File: src/rtl/dpram_pingpong_ctrl.sv
// Ping-pong controller for the 64 KB asymmetric dual-port RAM.
// Bytes fill two banks alternately on port A; full banks drain as words on port B.
module dpram_pingpong_ctrl #(
  parameter int FRAME_BYTES = 32768
) (
  input  logic        clk,
  input  logic        rst,
  input  logic        in_valid,
  input  logic [7:0]  in_data,
  input  logic        in_last,
  output logic        in_ready,
  input  logic        rd_req,
  output logic        rd_valid,
  output logic [31:0] rd_data,
  output logic        rd_last,
  output logic [15:0] rd_len,
  output logic [1:0]  bank_full,
  output logic [15:0] addra,
  output logic [7:0]  dina,
  output logic        ena,
  output logic        wea,
  output logic [13:0] addrb,
  output logic        enb,
  input  logic [31:0] doutb
);

  typedef enum logic [1:0] {IDLE, READ, FLUSH} state_t;

  localparam logic [14:0] WMAX = 15'(FRAME_BYTES - 1);

  state_t      state, state_nx;
  logic        wbank, rbank;
  logic [14:0] wptr;
  logic [15:0] len0, len1;
  logic [13:0] k, nwords;
  logic        accept, close, start, last_k;
  logic [1:0]  set_v, clr_v;

  assign in_ready = !bank_full[wbank];
  assign accept   = in_valid & in_ready;
  assign close    = accept & (in_last | (wptr == WMAX));
  assign nwords   = 14'((rd_len + 16'd3) >> 2);
  assign last_k   = (k == nwords - 14'd1);
  assign rd_data  = doutb;

  always_ff @(posedge clk or posedge rst) begin
    if (rst) begin
      wbank <= 1'b0;
      wptr  <= '0;
      len0  <= '0;
      len1  <= '0;
      ena   <= 1'b0;
      wea   <= 1'b0;
      addra <= '0;
      dina  <= '0;
    end else begin
      ena <= accept;
      wea <= accept;
      if (accept) begin
        addra <= {wbank, wptr};
        dina  <= in_data;
        if (close) begin
          wptr  <= '0;
          wbank <= ~wbank;
          if (wbank) len1 <= {1'b0, wptr} + 16'd1;
          else       len0 <= {1'b0, wptr} + 16'd1;
        end else begin
          wptr <= wptr + 15'd1;
        end
      end
    end
  end

  always_ff @(posedge clk or posedge rst) begin
    if (rst) state <= IDLE;
    else     state <= state_nx;
  end

  always_comb begin
    state_nx = state;
    enb      = 1'b0;
    addrb    = '0;
    start    = 1'b0;
    clr_v    = '0;
    set_v    = '0;
    if (close) set_v[wbank] = 1'b1;
    unique case (state)
      IDLE: begin
        if (rd_req && bank_full[rbank]) begin
          start    = 1'b1;
          state_nx = READ;
        end
      end
      READ: begin
        enb   = 1'b1;
        addrb = {rbank, k[12:0]};
        if (last_k) state_nx = FLUSH;
      end
      FLUSH: begin
        clr_v[rbank] = 1'b1;
        state_nx     = IDLE;
      end
      default: state_nx = IDLE;
    endcase
  end

  // bank_full set (writer) and clear (reader) always target different bits
  always_ff @(posedge clk or posedge rst) begin
    if (rst) begin
      bank_full <= '0;
      rbank     <= 1'b0;
      k         <= '0;
      rd_len    <= '0;
      rd_valid  <= 1'b0;
      rd_last   <= 1'b0;
    end else begin
      bank_full <= (bank_full | set_v) & ~clr_v;
      rd_valid  <= enb;
      rd_last   <= enb & last_k;
      if (start) begin
        rd_len <= rbank ? len1 : len0;
        k      <= '0;
      end else if (enb) begin
        k <= k + 14'd1;
      end
      if (state == FLUSH) rbank <= ~rbank;
    end
  end

endmodule
File: config.mk
export PLATFORM = sky130hd
export DESIGN_NAME = dpram_pingpong_ctrl
export DESIGN_NICKNAME = d
export VERILOG_FILES = /design/src/rtl/dpram_pingpong_ctrl.sv
export SDC_FILE = /design/constraint.sdc
export NUM_CORES = 1
export LEC_CHECK = 0
export CORE_ASPECT_RATIO = 2
export CORE_MARGIN = 3
export CORE_UTILIZATION = 52
export CTS_BUF_LIST = sky130_fd_sc_hd__clkbuf_8
export CTS_CLUSTER_DIAMETER = 50
export DETAILED_ROUTE_END_ITERATION = 8
export PLACE_DENSITY = 0.92
export SETUP_SLACK_MARGIN = 0.2
export SYNTH_ARGS = -nofsm -noshare
export SYNTH_HDL_FRONTEND = slang
export SYNTH_SLANG_ARGS = --single-unit
File: constraint.sdc
create_clock -name clk -period 4.2 [get_ports clk]
set_input_delay 0.84 -clock clk [delete_from_list [all_inputs] [get_ports clk]]
set_output_delay 0.84 -clock clk [all_outputs]
set_load 0.005 [all_outputs]
==> out/results.txt <==
Status = finished clean
Number of fill cells = 915
Starting density of the core = 0.5342
Largest net degree at the start of global routing = 67
RD Place Congestion = 0.8735
Final Critical Period = 3.529 ns
Synth Area in Compound Gates = 0.1276
Final setup fails = 0
DIE AREA = 12700 µm²
HPWL after detailed placement = 9904 µm
R2r worst-path depth = 9
Port Buffers = 74
Post-Syn Nets = 712
# DRC = 0
Maximum clock frequency = 283.3 MHz
Max FO, Critical Path = 27
Synth cell types = 54
GRT overflow = 0
Main flop type after synthesis = dfrtp_1
Max VDD drop = 0.0003459 V
Synthesis-to-layout area growth = 13.46%
Kind of critical path = register to output port
Vias in the first global route = 4691
Hold depth = 2
Hold Vio Cnt, Final = 0
Post-detailed-route count of antenna-violating nets = 0
Post-Synth Simple-Gate Area = 0.2269
Yosys reg bits = 110
Post-synth EDFFs = 0
Fin crit share = 0.8403
Clk slew on worst S/H paths = 0.11 ns
RSZ-0062 raised after global routing = no
Layout Utilization = 0.6061
Initial antenna violation count = 0
WL final = 13470 µm
Commonest non-fill, non-tap cells in the layout = nand2_1 (148), dfrtp_1 (110), o21ai_0 (85), clkdlybuf4s50_1 (74), nor2_1 (30)
Share of cells above drive strength 1 = 0.04949
Register area = 2753 µm²
Worst EP arrival = 2.69 ns
Hold WC Path Type = register to register
Register area share after synthesis = 0.4679
Hold_buf cts = 0
Global-route wire length before repair = 22600 µm
Nets = 730
Mux share of post-synthesis cell area = 0.03573
Pwr Density = 434.7 nW/µm²
Worst Setup Start Kind = register
Post-synth ARST share = 1.000
Yosys warns = 0
TritonCTS clock tree = yes
Clock latency on the worst-skew pair = 0.37 ns
Row Count = 54
Worst slew margin = 0.3178
Adder-cell area share of the yosys netlist = 0.006380
Post-CTS Resized = 0
Mapped Cells = 664
Skew final = 0.008242 ns
Setup TNS = 0 ns
Multi-input logic area = 2689 µm²
Die Width = 81.21 µm
Total GRT Usage = 0.2258
Post-CTS Repair Setup Buffers = 0
Diodes inserted = 0
WL/cell = 16.29 µm
Mapped cell area = 5883 µm²
Post-DR vias/cell = 5.690
I/O Pins = 139
Lkg Pwr = 2.794 nW
H-Tree Depth = 3
Clock root cell = clkbuf_8
Setup crit end kind = output port
CTS Sinks = 110
Leading cell type in the layout, fill and taps excluded = nand2_1
Largest family of logic cells by synthesized area = simple AND/OR/NAND/NOR gates
Num CTS Buffers = 9
CTS max path bufs = 2
Worst Path Required = 3.36 ns
Die Y = 156.4 µm
R2R setup slack = 1.26 ns
Drt pass-1 iters = 5
CORE AREA = 11010 µm²
Slew @ Worst Pin = 1.014 ns
1st-iter DRT viols = 243
Xor/xnor share of the synthesized area = 0.05891
Routed via count = 4706
Max-slew violations = 0
Max_cap viols = 0
Mean Syn Cell Area = 8.860 µm²
[worst max-delay path, cell delays in order, from the launching register on]
cell and delay, ns:
dfrtp_1 0.44, nand2b_1 0.45, inv_1 0.69, and2_1 0.24, clkdlybuf4s50_1 0.50
[area by class of cell]
type,instances,area share
clock buffers,9,0.01856
clock inverters,7,0.01687
inverters,7,0.004311
multi-input cells,473,0.4028
flip-flops and latches,110,0.4124
well taps,140,0.02624
repair buffers,81,0.1188
[cells in the mapped netlist, drive strengths merged, types with 2 or more instances]
| library cell | instances | area (µm²) |
|---|---|---|
| dfrtp | 110 | 2753 |
| a21oi | 27 | 135.1 |
| nor3b | 3 | 22.52 |
| o22ai | 2 | 12.51 |
| nor4b | 3 | 32.53 |
| nand4b | 2 | 17.52 |
| or3 | 3 | 25.03 |
| o22a | 2 | 17.52 |
| o21ai | 85 | 425.4 |
| o2111ai | 2 | 17.52 |
| nand2b | 3 | 18.77 |
| and4 | 2 | 17.52 |
| xor2 | 12 | 105.1 |
| nor2 | 30 | 112.6 |
| a2bb2oi | 2 | 17.52 |
| ha | 3 | 37.54 |
| xnor2 | 25 | 219.0 |
| buf | 46 | 317.8 |
| nand2 | 148 | 555.5 |
| o211a | 2 | 20.02 |
| nand3 | 17 | 90.09 |
| clkbuf | 28 | 106.4 |
| and3 | 12 | 75.07 |
| nand4 | 8 | 50.05 |
| nor3 | 13 | 65.06 |
| and2 | 18 | 112.6 |
| inv | 7 | 26.28 |
| nand3b | 4 | 30.03 |
| a31oi | 4 | 25.02 |
| mux2i | 21 | 210.2 |
| nor4 | 7 | 80.07 |
[through the flow]
step / power [mW] / std cells / cell area, µm² / setup WS, ns / hold slack (ns)
6_report: 2.902 / 827 / 6675 / 0.6707 / 0.4893
5_1_grt: 3.074 / 827 / 6675 / 0.4225 / 0.5123
4_1_cts: 2.929 / 827 / 6675 / 0.6369 / 0.4941
3_5_place_dp: 2.183 / 811 / 6439 / 1.070 / 0.4614
3_3_place_gp: 2.150 / 811 / 6439 / 1.176 / 0.4599
2_1_floorplan: 1.830 / 664 / 5883 / 0.4577 / 0.4451
[registers in the layout, indices dropped and copies added, names as in the netlist, 2 cells and up]
register,count
addra,16
bank_full,2
len1,16
wptr,15
state,2
len0,16
dina,8
k,14
rd_len,16
[where the power goes]
part	switching, mW	internal, mW	leakage, nW
Sequential	0.176	1.22	1.43
Clock	0.391	0.350	0.115
Combinational	0.369	0.399	1.25
[metal layers]
layer / up-vias / global-route usage / wire length, µm
li1: 2258 / - / -
met1: 2280 / 0.2517 / 5050
met2: 135 / 0.4056 / 7496
met3: 33 / 0.03744 / 437
met4: 0 / 0.1088 / 486
met5: - / 0 / 0
[path summary, 6_finish.rpt]
| kind | from | to |
|---|---|---|
| max | state[1]$_DFFE_PP0P_ | addrb[11] |
| min | addra[7]$_DFFE_PP0P_ | addra[7]$_DFFE_PP0P_ |
| max reg2reg | wptr[0]$_DFFE_PP0P_ | len1[11]$_DFFE_PP0P_ |
| min reg2reg | addra[7]$_DFFE_PP0P_ | addra[7]$_DFFE_PP0P_ |
| max in group asynchronous | rst | addra[4]$_DFFE_PP0P_ |
| min in group asynchronous | rst | state[0]$_DFFE_PP0P_ |
[kinds of logic after synthesis]
group | Yosys count
and+or+nand+nor | 276
AOI/OAI and AO/OA | 135
DFF | 110
buffers and inverters | 81
xor gates and xnor gates | 38
muxes | 21
adders and majority gates | 3
Note: power is estimated with default switching activity, not from simulation.
